$ cat src/rtl/instr_fetch_unit.sv
// Fetch stage: owns the PC, issues one instruction-memory request at a time and
// holds the returned word for the control unit until the core retires it.

package instr_fetch_pkg;
    typedef logic [31:0] word_t;

    typedef enum logic [1:0] {
        PC_4 = 2'd0,
        PC_B = 2'd1,
        PC_J = 2'd2
    } pc_src_t;

    localparam word_t NOP_INSTR = 32'h0000_0013;
endpackage

module instr_fetch_unit
    import instr_fetch_pkg::*;
#(
    parameter logic [31:0] RESET_PC = 32'h0000_0000,
    parameter int unsigned MAX_WAIT = 15
) (
    input  logic        clk,
    input  logic        rst,
    input  pc_src_t     pc_src,
    input  logic        alu_zero,
    input  logic [31:0] imm_b,
    input  logic [31:0] imm_j,
    input  logic        retire,
    output logic        imem_req,
    output logic [31:0] imem_addr,
    input  logic        imem_rvalid,
    input  word_t       imem_rdata,
    output word_t       instruction,
    output logic        instr_valid,
    output logic [31:0] pc,
    output logic        fetch_fault
);

    localparam int unsigned CNT_W = (MAX_WAIT < 2) ? 1 : $clog2(MAX_WAIT + 1);
    localparam logic [CNT_W-1:0] CNT_MAX = CNT_W'(MAX_WAIT);

    typedef enum logic [2:0] {
        S_IDLE  = 3'd0,
        S_REQ   = 3'd1,
        S_WAIT  = 3'd2,
        S_HOLD  = 3'd3,
        S_FAULT = 3'd4
    } state_t;

    state_t           state_q, state_d;
    logic [31:0]      pc_q, pc_d;
    logic [CNT_W-1:0] cnt_q, cnt_d;
    word_t            instr_q, instr_d;
    logic             valid_q, valid_d;
    logic             req_q, req_d;
    logic             fault_q, fault_d;

    logic [31:0]      pc_plus4;
    logic [31:0]      next_pc;
    logic [CNT_W-1:0] cnt_inc;

    // Target selection; all adds are modular so the PC wraps past the top of memory.
    always_comb begin
        pc_plus4 = pc_q + 32'd4;
        next_pc  = pc_plus4;
        case (pc_src)
            PC_4:    next_pc = pc_plus4;
            PC_B:    next_pc = alu_zero ? (pc_q + imm_b) : pc_plus4;
            PC_J:    next_pc = pc_q + imm_j;
            default: next_pc = pc_plus4;
        endcase
    end

    assign cnt_inc = cnt_q + CNT_W'(1);

    always_comb begin
        state_d = state_q;
        pc_d    = pc_q;
        cnt_d   = cnt_q;
        instr_d = instr_q;
        valid_d = valid_q;
        req_d   = 1'b0;
        fault_d = fault_q;

        case (state_q)
            S_IDLE: begin
                state_d = S_REQ;
                req_d   = 1'b1;
            end

            S_REQ: begin
                state_d = S_WAIT;
                cnt_d   = '0;
            end

            // A response landing on the final allowed cycle still counts as on time.
            S_WAIT: begin
                cnt_d = cnt_inc;
                if (imem_rvalid) begin
                    instr_d = imem_rdata;
                    valid_d = 1'b1;
                    state_d = S_HOLD;
                end else if (cnt_inc == CNT_MAX) begin
                    fault_d = 1'b1;
                    state_d = S_FAULT;
                end
            end

            S_HOLD: begin
                if (retire) begin
                    pc_d    = next_pc;
                    valid_d = 1'b0;
                    if (next_pc[1:0] != 2'b00) begin
                        fault_d = 1'b1;
                        state_d = S_FAULT;
                    end else begin
                        req_d   = 1'b1;
                        state_d = S_REQ;
                    end
                end
            end

            S_FAULT: begin
                fault_d = 1'b1;
                valid_d = 1'b0;
            end

            default: begin
                state_d = S_IDLE;
            end
        endcase
    end

    always_ff @(posedge clk) begin
        if (rst) begin
            state_q <= S_IDLE;
            pc_q    <= RESET_PC;
            cnt_q   <= '0;
            instr_q <= NOP_INSTR;
            valid_q <= 1'b0;
            req_q   <= 1'b0;
            fault_q <= 1'b0;
        end else begin
            state_q <= state_d;
            pc_q    <= pc_d;
            cnt_q   <= cnt_d;
            instr_q <= instr_d;
            valid_q <= valid_d;
            req_q   <= req_d;
            fault_q <= fault_d;
        end
    end

    assign imem_req    = req_q;
    assign imem_addr   = pc_q;
    assign instruction = instr_q;
    assign instr_valid = valid_q;
    assign pc          = pc_q;
    assign fetch_fault = fault_q;

endmodule
$ cat config.mk
export PLATFORM = sky130hd
export DESIGN_NAME = instr_fetch_unit
export DESIGN_NICKNAME = d
export VERILOG_FILES = /design/src/rtl/instr_fetch_unit.sv
export SDC_FILE = /design/constraint.sdc
export NUM_CORES = 1
export LEC_CHECK = 0
export ABC_CLOCK_PERIOD_IN_PS = 3400
export CAP_MARGIN = 10
export CELL_PAD_IN_SITES_DETAIL_PLACEMENT = 1
export CELL_PAD_IN_SITES_GLOBAL_PLACEMENT = 1
export CORE_MARGIN = 1
export CORE_UTILIZATION = 36
export CTS_CLUSTER_SIZE = 10
export DETAILED_ROUTE_END_ITERATION = 10
export PLACE_DENSITY_LB_ADDON = 0.1
export SLEW_MARGIN = 5
export SYNTH_ARGS = -nofsm -noshare
export SYNTH_HDL_FRONTEND = slang
export SYNTH_SLANG_ARGS = --single-unit
export TNS_END_PERCENT = 20
$ cat constraint.sdc
create_clock -name clk -period 3.4 [get_ports clk]
set_input_delay 0.68 -clock clk [delete_from_list [all_inputs] [get_ports clk]]
set_output_delay 0.68 -clock clk [all_outputs]
set_load 0.1 [all_outputs]
==> results of run 1 <==
==> worst max-delay path: cells and delay by family <==
kind | cells | cell delay (ps)
mux | 1 | 110
simple gates | 2 | 410
compound gates | 5 | 1170
buf+inv | 3 | 760
fa+ha+maj | 1 | 360
==> logic make-up after synthesis <==
logic type,count (synthesis)
xor+xnor,55
fa+ha+maj,69
flops,74
simple gates,406
buf+inv,129
mux,8
compound gates,400
==> final timing paths <==
path	endpoint	depth (start not counted)
worst max register to register	imem_addr[28]	9
worst min register to register	fetch_fault	2
worst max-delay path	imem_addr[26]	12
worst min-delay path	fetch_fault	2
==> per-layer routing <==
layer  routed length (um)  vias to the layer above  global-route usage, %
met4                  927                        0                   8.90
met5                    0                        -                      0
met3                 2100                       47                   4.67
li1                     -                     4665                      -
met2                15700                      336                   50.5
met1                15000                     4716                   39.4
==> flip-flops by register name, indices dropped and copies added (netlist names) <==
signal       flops
state_q          3
instruction     32
imem_addr       32
imem_req         1
instr_valid      1
cnt_q            4
fetch_fault      1
==> area by class of cell <==
cell class              count  area (um^2)
clock buffers               9          225
well taps                 275          344
clock inverters             7         83.8
fillers                  2760        10300
multi-input cells         938         5890
flip-flops and latches     74         1480
inverters                  37          139
repair buffers            346         2910
==> stage by stage <==
stage                     util [%]  setup WS, ps
after CTS                     51.7          89.6
after detailed placement      50.3          -242
after global placement        50.3          -185
after floorplan                  -          73.8
after global routing          51.9         -32.6
final                         51.9           132
==> cells in the mapped netlist, types with 6 or more instances <==
library cell / instances
clkbuf_1: 57
xnor2_1: 32
xor2_1: 23
nand2b_1: 10
o21a_1: 10
a211oi_1: 18
o21bai_1: 11
o21ai_0: 76
a21o_1: 15
mux2i_1: 6
buf_4: 32
o211ai_1: 15
dfxtp_1: 74
nand4_1: 13
o22ai_1: 8
a221oi_1: 7
o31ai_1: 9
a21oi_1: 143
nor2b_1: 9
inv_1: 36
and3_1: 11
and2_1: 7
ha_1: 67
a31oi_1: 19
nor2_1: 87
nand3_1: 42
nor3_1: 33
nand2_1: 160
a22oi_1: 15
==> power groups by stage <==
| stage | registers (uW) | clock network (uW) | logic, uW |
|---|---|---|---|
| global placement | 1070 | 0 | 1800 |
| global route | 1080 | 1100 | 1970 |
| detailed placement | 1080 | 0 | 1830 |
| CTS | 1060 | 1070 | 1840 |
| floorplan | 1490 | 0 | 810 |
| finish | 1060 | 1050 | 1840 |
==> flow_results.org, run 1 <==
** STA
- Of the available clock period, the critical path in the final layout requires between 90 and 100%.
- The worst path in the final design needs a cycle of 3270 ps, including I/O delays and setup.
- Number of endpoints with negative hold slack in the final report :: 0
- Worst Tran Pin Value :: 999 ps
- Derived from the worst setup path, the maximum achievable clock frequency is 306 MHz.
- Worst hold margin :: around 450 ps
- Measured against its own limit, the worst slew margin works out to between 30% and 40%.
- Summed over all failing endpoints, the final setup total negative slack is 0 ps.
- Final setup viols :: 0
- Setup repair after global routing could not meet its margin everywhere.
- Between clock sinks in the finished design, the worst skew comes to between 9 and 10 ps.
- The number of max-slew violations in the final report is 0.

** Pwr
- The share of total power dissipated in sequential elements is between 20 and 30%.
- Total power for the finished layout comes to 3950 uW.
- The clock network is responsible for 26.5% of the overall power.
- Net switching is a little under half of the power.
- Switch Pwr :: 1800 uW
- Combinational cells account for between 40 and 50% of the total power.
- The internal portion of the total power is about 2100 uW.
- Dividing total power by cell area gives a power density of roughly 360 nW/um^2.
- IR Drop Worst-Case VDD :: approximately 0.00023 V
- The analysis attributes to cell leakage a power of around 0.0047 uW.

** Route
- Detailed-route DRC error count :: 0
- Once detail routing completed, the nets flagged for antenna violations numbered 0.
- Number of DRC markers in iteration 0 :: 541
- The pre-antenna-repair detailed-routing pass consisted of 5 iterations.
- After detailed routing, the number of vias per cell comes to 5.79.
- Dividing the detail-routed wire length by the instance count gives approximately 20 um.
- Total detailed-routing wirelength :: ~34 mm
- The routed layout has 9764 vias.

** Flow run
- Max-cap violations in this run came to 0.

** Clock tree
- Total number of H-tree levels :: 3
- After clock tree synthesis, the repair step resized 0 gates.
- Buffers inserted during post-CTS setup optimization :: 0
- Counting every sink on the clock net gives 74.
- Clock root buffer :: clkbuf_16
- Clock Path Buffers :: 2
- CTS tree :: yes
- The number of clock buffers added by TritonCTS is 9.
- Clock latency on the worst-skew pair :: approximately 360 ps
- Hold repair after CTS inserted 0 buffers.
- After clock tree synthesis, the clock-pin slew on the worst setup and hold paths is 70 ps.

** Synthesis
- Portion of netlist area occupied by mux cells :: 1.04%
- The mapped netlist covers approximately 7900 um^2.
- Area fraction in compound gates after synthesis :: around a third
- Synth Area in XOR/XNOR :: about 6%
- Async set or reset register ratio after synthesis :: 0%
- During synthesis, Yosys emitted a total of 0 warnings.
- In this run, synthesis inferred 0 flip-flops with an integrated enable.
- Sequential fraction of the synthesis area :: about a fifth
- Cell count after synthesis :: 1141
- Total nets after synthesis :: 1313
- Combinational family with the most area after synthesis :: compound AO/OA/AOI/OAI gates
- After synthesis, the cell types taking the most area are dfxtp_1 (19%), ha_1 (11%), a21oi_1 (9.0%).
- Synth Register Bits :: 74
- Dominant register cell in the synthesized netlist :: dfxtp_1
- Of the total synthesized cell area, the portion taken by AND, OR, NAND and NOR gates is between 20% and 30%.
- Top-area cell type share of the netlist area :: a little under a fifth
- Summing the areas of all fa, ha and maj instances in the mapped netlist gives between 10% and 20% of the synthesized area.
- The largest total area in the synthesized netlist belongs to dfxtp_1.
- Per-instance average area after synthesis :: 6.96 um^2
- The netlist uses ~80 different library cells.

** Floorplanning
- The floorplan step set the die width to around 150 um.
- The initial utilization of the core area, before any placement, comes to a little under two fifths.
- Floorplan die area :: about 23000 um^2
- After floorplanning, the core was sized to cover between 20000 and 25000 um^2.
- 202 I/O pins were placed.
- The floorplan step set the die height to roughly 150 um.
- The floorplan has between 50 and 60 rows.

** Critical path
- The slowest stage of the critical path is the clkdlybuf4s50_1 cell.
- Cell breakdown of the critical path :: clkdlybuf4s50_1 -> ha_1 -> buf_4 -> a21oi_1 -> o21ai_0 -> nor3_1 -> a211oi_1 -> buf_4 -> o211ai_1 -> mux2i_1 -> a2111oi_1 -> nor2_1
- CP Capture Type :: register
- Data on the critical path arrives at its endpoint at about 3500 ps.
- Highest fanout seen on the critical path :: 4
- By instance count, the cell type seen most on the critical path is buf_4.
- Kind of launch point of the worst setup path :: input pin
- Worst reg2reg startpoint :: imem_addr[2]
- Data on the critical path is required at its endpoint by ~3600 ps.
- Setup slack on the worst reg-to-reg path comes out at approximately 360 ps.
- Delay contributed by the slowest stage of the critical path :: roughly 430 ps
- The critical path is of the in -> reg type.
- Crit path launch :: imm_b[11]

** Min path
- Hold path start :: fetch_fault
- The tightest min-delay check is of the reg -> reg type.

** Placement
- Once placement finished, the instance area stood at ~11000 um^2.
- Once detailed placement completed, the half-perimeter wirelength came to around 27 mm.
- Number of instances in the placed design :: 1670
- Final weighted congestion in routability-driven placement :: 0.906
- The count of buffers added on input and output ports is between 200 and 250.

** Global routing
- Leftover overflow at the end of global routing :: 0
- Antenna violations before repair :: 0
- Wire length of the first global-routing pass :: 52.7 mm
- Global routing consumed, over all layers together, 30.0% of the routing resources.
- Entering global routing, the biggest net connects 45 pins.
- The number of global-route vias before repair came to around 9800.

** Layout
- Commonest cells after routing, fill and taps aside :: buf_4 (218), nand2_1 (160), a21oi_1 (141), clkdlybuf4s50_1 (127), nor2_1 (86)
- Of the cells placed in the final design, the portion with a size suffix greater than 1 is a little under a fifth.
- In the final design database the tool counted ~1600 nets.
- With fillers left out, the area of the finished cells amounts to 11100 um^2.
- Number of cells in the finished layout apart from fillers :: roughly 1700
- Diodes inserted :: 0
- Area growth from synthesis to layout :: 39.3%
- The library cell used most frequently in the layout, excluding fill and tap cells, is buf_4.

** Status
- The run finished with clean final reports.
Power figures use the tool's default switching activity.
==> inputs of run 2 (changes only) <==
- GPL_TIMING_DRIVEN: unset -> 1
- PLACE_DENSITY_LB_ADDON: 0.1 -> 0.2
==> flow_results.org, run 2 (same netlist as run 1, synthesis figures left out) <==
** STA
- The minimum clock period is 3270 ps (+4.79 ps).
- The post-route clock skew was 4.47 ps (-5.52 ps).
- Max-slew violation count :: 0 (unchanged)
- The relative slew slack is 32.3% (-0.84 points).
- The setup-violating endpoint count in the final report came to 0 (unchanged).
- The setup TNS came to 0 ps (unchanged).
- The highest attainable clock frequency was 306 MHz (-0.15%).
- Number of endpoints with negative hold slack in the final report :: 0 (unchanged)
- The worst slack on hold paths is 454 ps (+1.38 ps).
- Setup repair after global routing left no endpoint under its margin.
- The final worst-path setup slack came to 128 ps (-4.79 ps).
- The transition time at the pin with the least slew margin was 1010 ps (+12.5 ps).
- The share of the cycle needed by the critical path after routing came to 96.2% (+0.14 points).

** Placement
- The number of buffer cells added on primary ports is 201 (unchanged).
- Worst slack at placement :: -299 ps (-57.9 ps)
- The sum of net half-perimeters after detailed placement was 26.4 mm (-1.7%).
- Final weighted congestion in routability-driven placement :: 0.935 (+3.2%)
- Cell area after placement :: 10700 um^2 (-0.19%)

** Route
- The routed wire length is 33.6 mm (-0.57%).
- Number of vias per cell :: 5.80 (+0.18%)
- Number of DRC markers in iteration 0 :: 631 (+17%)
- The first-pass iteration count of the detailed router was 5 (unchanged).
- Average wire per cell in the routed design :: 20.0 um (-0.33%)
- Total vias in the final route :: 9758 (-0.061%)
- The remaining antenna violation count after routing came to 0 (unchanged).
- The DRC violation count after routing came to 0 (unchanged).

** Layout
- The layout overhead on the synthesized area is 39.2% (about the same).
- The total number of nets in the final design was 1574 (-0.25%).
- Filler Cell Count :: 2786 (+0.94%)
- Commonest cells after routing, fill and taps aside :: buf_4 (214), nand2_1 (160), a21oi_1 (141), clkdlybuf4s50_1 (126), nor2_1 (86)
- Area of all placed cells without fillers :: 11100 um^2 (about the same)
- The ratio of cells with drive above 1 in the final layout was 18.4% (-0.019 points).
- Diodes inserted :: 0 (unchanged)
- The library cell used most frequently in the layout, excluding fill and tap cells, is buf_4.

** Floorplanning
- The overall die width is 151 um (unchanged).
- Vertical extent of the die :: 151 um (unchanged)
- The initial core utilization is 37.2% (unchanged).
- Floorplan die area :: 22700 um^2 (unchanged)
- The top-level port count is 202 (unchanged).
- Total number of placement rows :: 53 (unchanged)
- The area of the core was 21400 um^2 (unchanged).

** Clock tree
- The deepest clock path buffer count was 2 (unchanged).
- The CTS sink count came to 74 (unchanged).
- The level count of the clock H-tree was 3 (unchanged).
- Clock latency on the worst-skew pair :: 360 ps (about the same)
- Inserted Clock Buffers :: 9 (unchanged)
- The number of buffers inserted to repair setup after CTS came to 0 (unchanged).
- The number of hold-repair buffers added at the cts stage is 0 (unchanged).
- TritonCTS built the clock tree.
- Clock-pin slew on the worst setup and hold paths :: 70 ps (about the same)
- Clock root buffer :: clkbuf_16
- Quantity of gates resized following cts :: 0 (unchanged)

** Critical path
- The startpoint identified for the worst register-to-register timing path is imem_addr[2].
- On the critical path, the stage with the largest delay is an instance of o21ai_0.
- The arrival time of the worst setup path is 3560 ps (+60 ps).
- The critical path depth in cells came to 10 (-2).
- Traced cell by cell, the critical path runs through clkdlybuf4s50_1 -> ha_1 -> o211ai_1 -> o211ai_1 -> a21oi_1 -> o21ai_0 -> a31oi_1 -> xnor2_1 -> nand2_1 -> a31oi_1.
- The worst setup path is launched from an input pin.
- STA classifies the critical path endpoint as a register.
- The biggest fanout along the worst timing path was 4 (unchanged).
- The required time of the critical path came to 3690 ps (+60 ps).
- Broken down by cell family, the worst path's largest delay share belongs to compound AO/OA/AOI/OAI gates.
- Critical setup path kind :: in -> reg
- The depth of the most critical reg-to-reg path is 9 (unchanged).
- Crit path launch :: imm_j[3]
- The delay of the slowest critical-path stage came to 480 ps (+50 ps).
- CP bufs+invs :: 1 (-2)

** Min path
- Worst hold path cell count :: 2 (unchanged)
- Class of the tightest hold or removal check :: reg -> reg
- In this run the most critical hold path is launched from fetch_fault.

** Global routing
- Total global-route track usage :: 29.3% (-0.79 points)
- The initial antenna violation count came to 0 (unchanged).
- The pin count of the biggest net entering global routing is 47 (+4.4%).
- The number of global-route vias before repair was 9537 (-2.4%).
- Wire length of the first global-routing pass :: 51.1 mm (-3.1%)
- The total overflow reported by the global router was 0 (unchanged).

** Status
- The run finished with clean final reports.

** Pwr
- Power density of the placed cells :: 358 nW/um^2 (+0.44%)
- IR Drop Worst-Case VDD :: 0.000203 V (-10%)
- The leakage component of the power is 0.00467 uW (-0.25%).

** Flow run
- Reported max-cap violation count :: 0 (unchanged)
==> run 2: cell types whose count changed in the layout (fill, tap and decap cells not counted), sizes merged <==
cell	delta
clkdlybuf4s50	-1
buf	-3
==> run 2: routing by layer <==
metal | GRT usage, % | up-vias | share of wire (%)
met5 | 0 | - | 0
met4 | 9.45 | 0 | 2.5
met3 | 6.09 | 56 | 6.6
met2 | 49.2 | 341 | 47
met1 | 37.1 | 4711 | 44
li1 | - | 4650 | -
==> run 2: layout make-up <==
| cell class | instances | area [um^2] | area share [%] |
|---|---|---|---|
| clock inverters | 7 | 83.8 | 0.758 |
| multi-input cells | 938 | 5900 | 53.3 |
| flip-flops and latches | 74 | 1480 | 13.4 |
| inverters | 37 | 139 | 1.26 |
| repair buffers | 342 | 2890 | 26.2 |
| clock buffers | 9 | 225 | 2.04 |
| well taps | 275 | 344 | 3.11 |
==> run 2: metrics by stage <==
step           instances  util [%]  power [uW]
2_1_floorplan       1141         -        2300
3_3_place_gp        1666      50.2        2870
3_5_place_dp        1666      50.2        2910
4_1_cts             1682      51.6        3970
5_1_grt             1682      51.8        4130
6_report            1682      51.8        3960
==> run 2: worst paths after layout <==
path	end	slack, ps
min reg2reg	fetch_fault	450
min	fetch_fault	450
max	imem_addr[21]	130
max reg2reg	imem_addr[28]	380
==> run 2: power breakdown <==
part,total (uW),switching [uW],internal [uW]
Sequential,1060,111,948
Clock,1060,471,584
Combinational,1850,1230,614
==> run 2: tightest hold or removal path: stages, from the launching register on <==
cell and delay, ps:
dfxtp_1 310, inv_1 50, a21oi_1 50
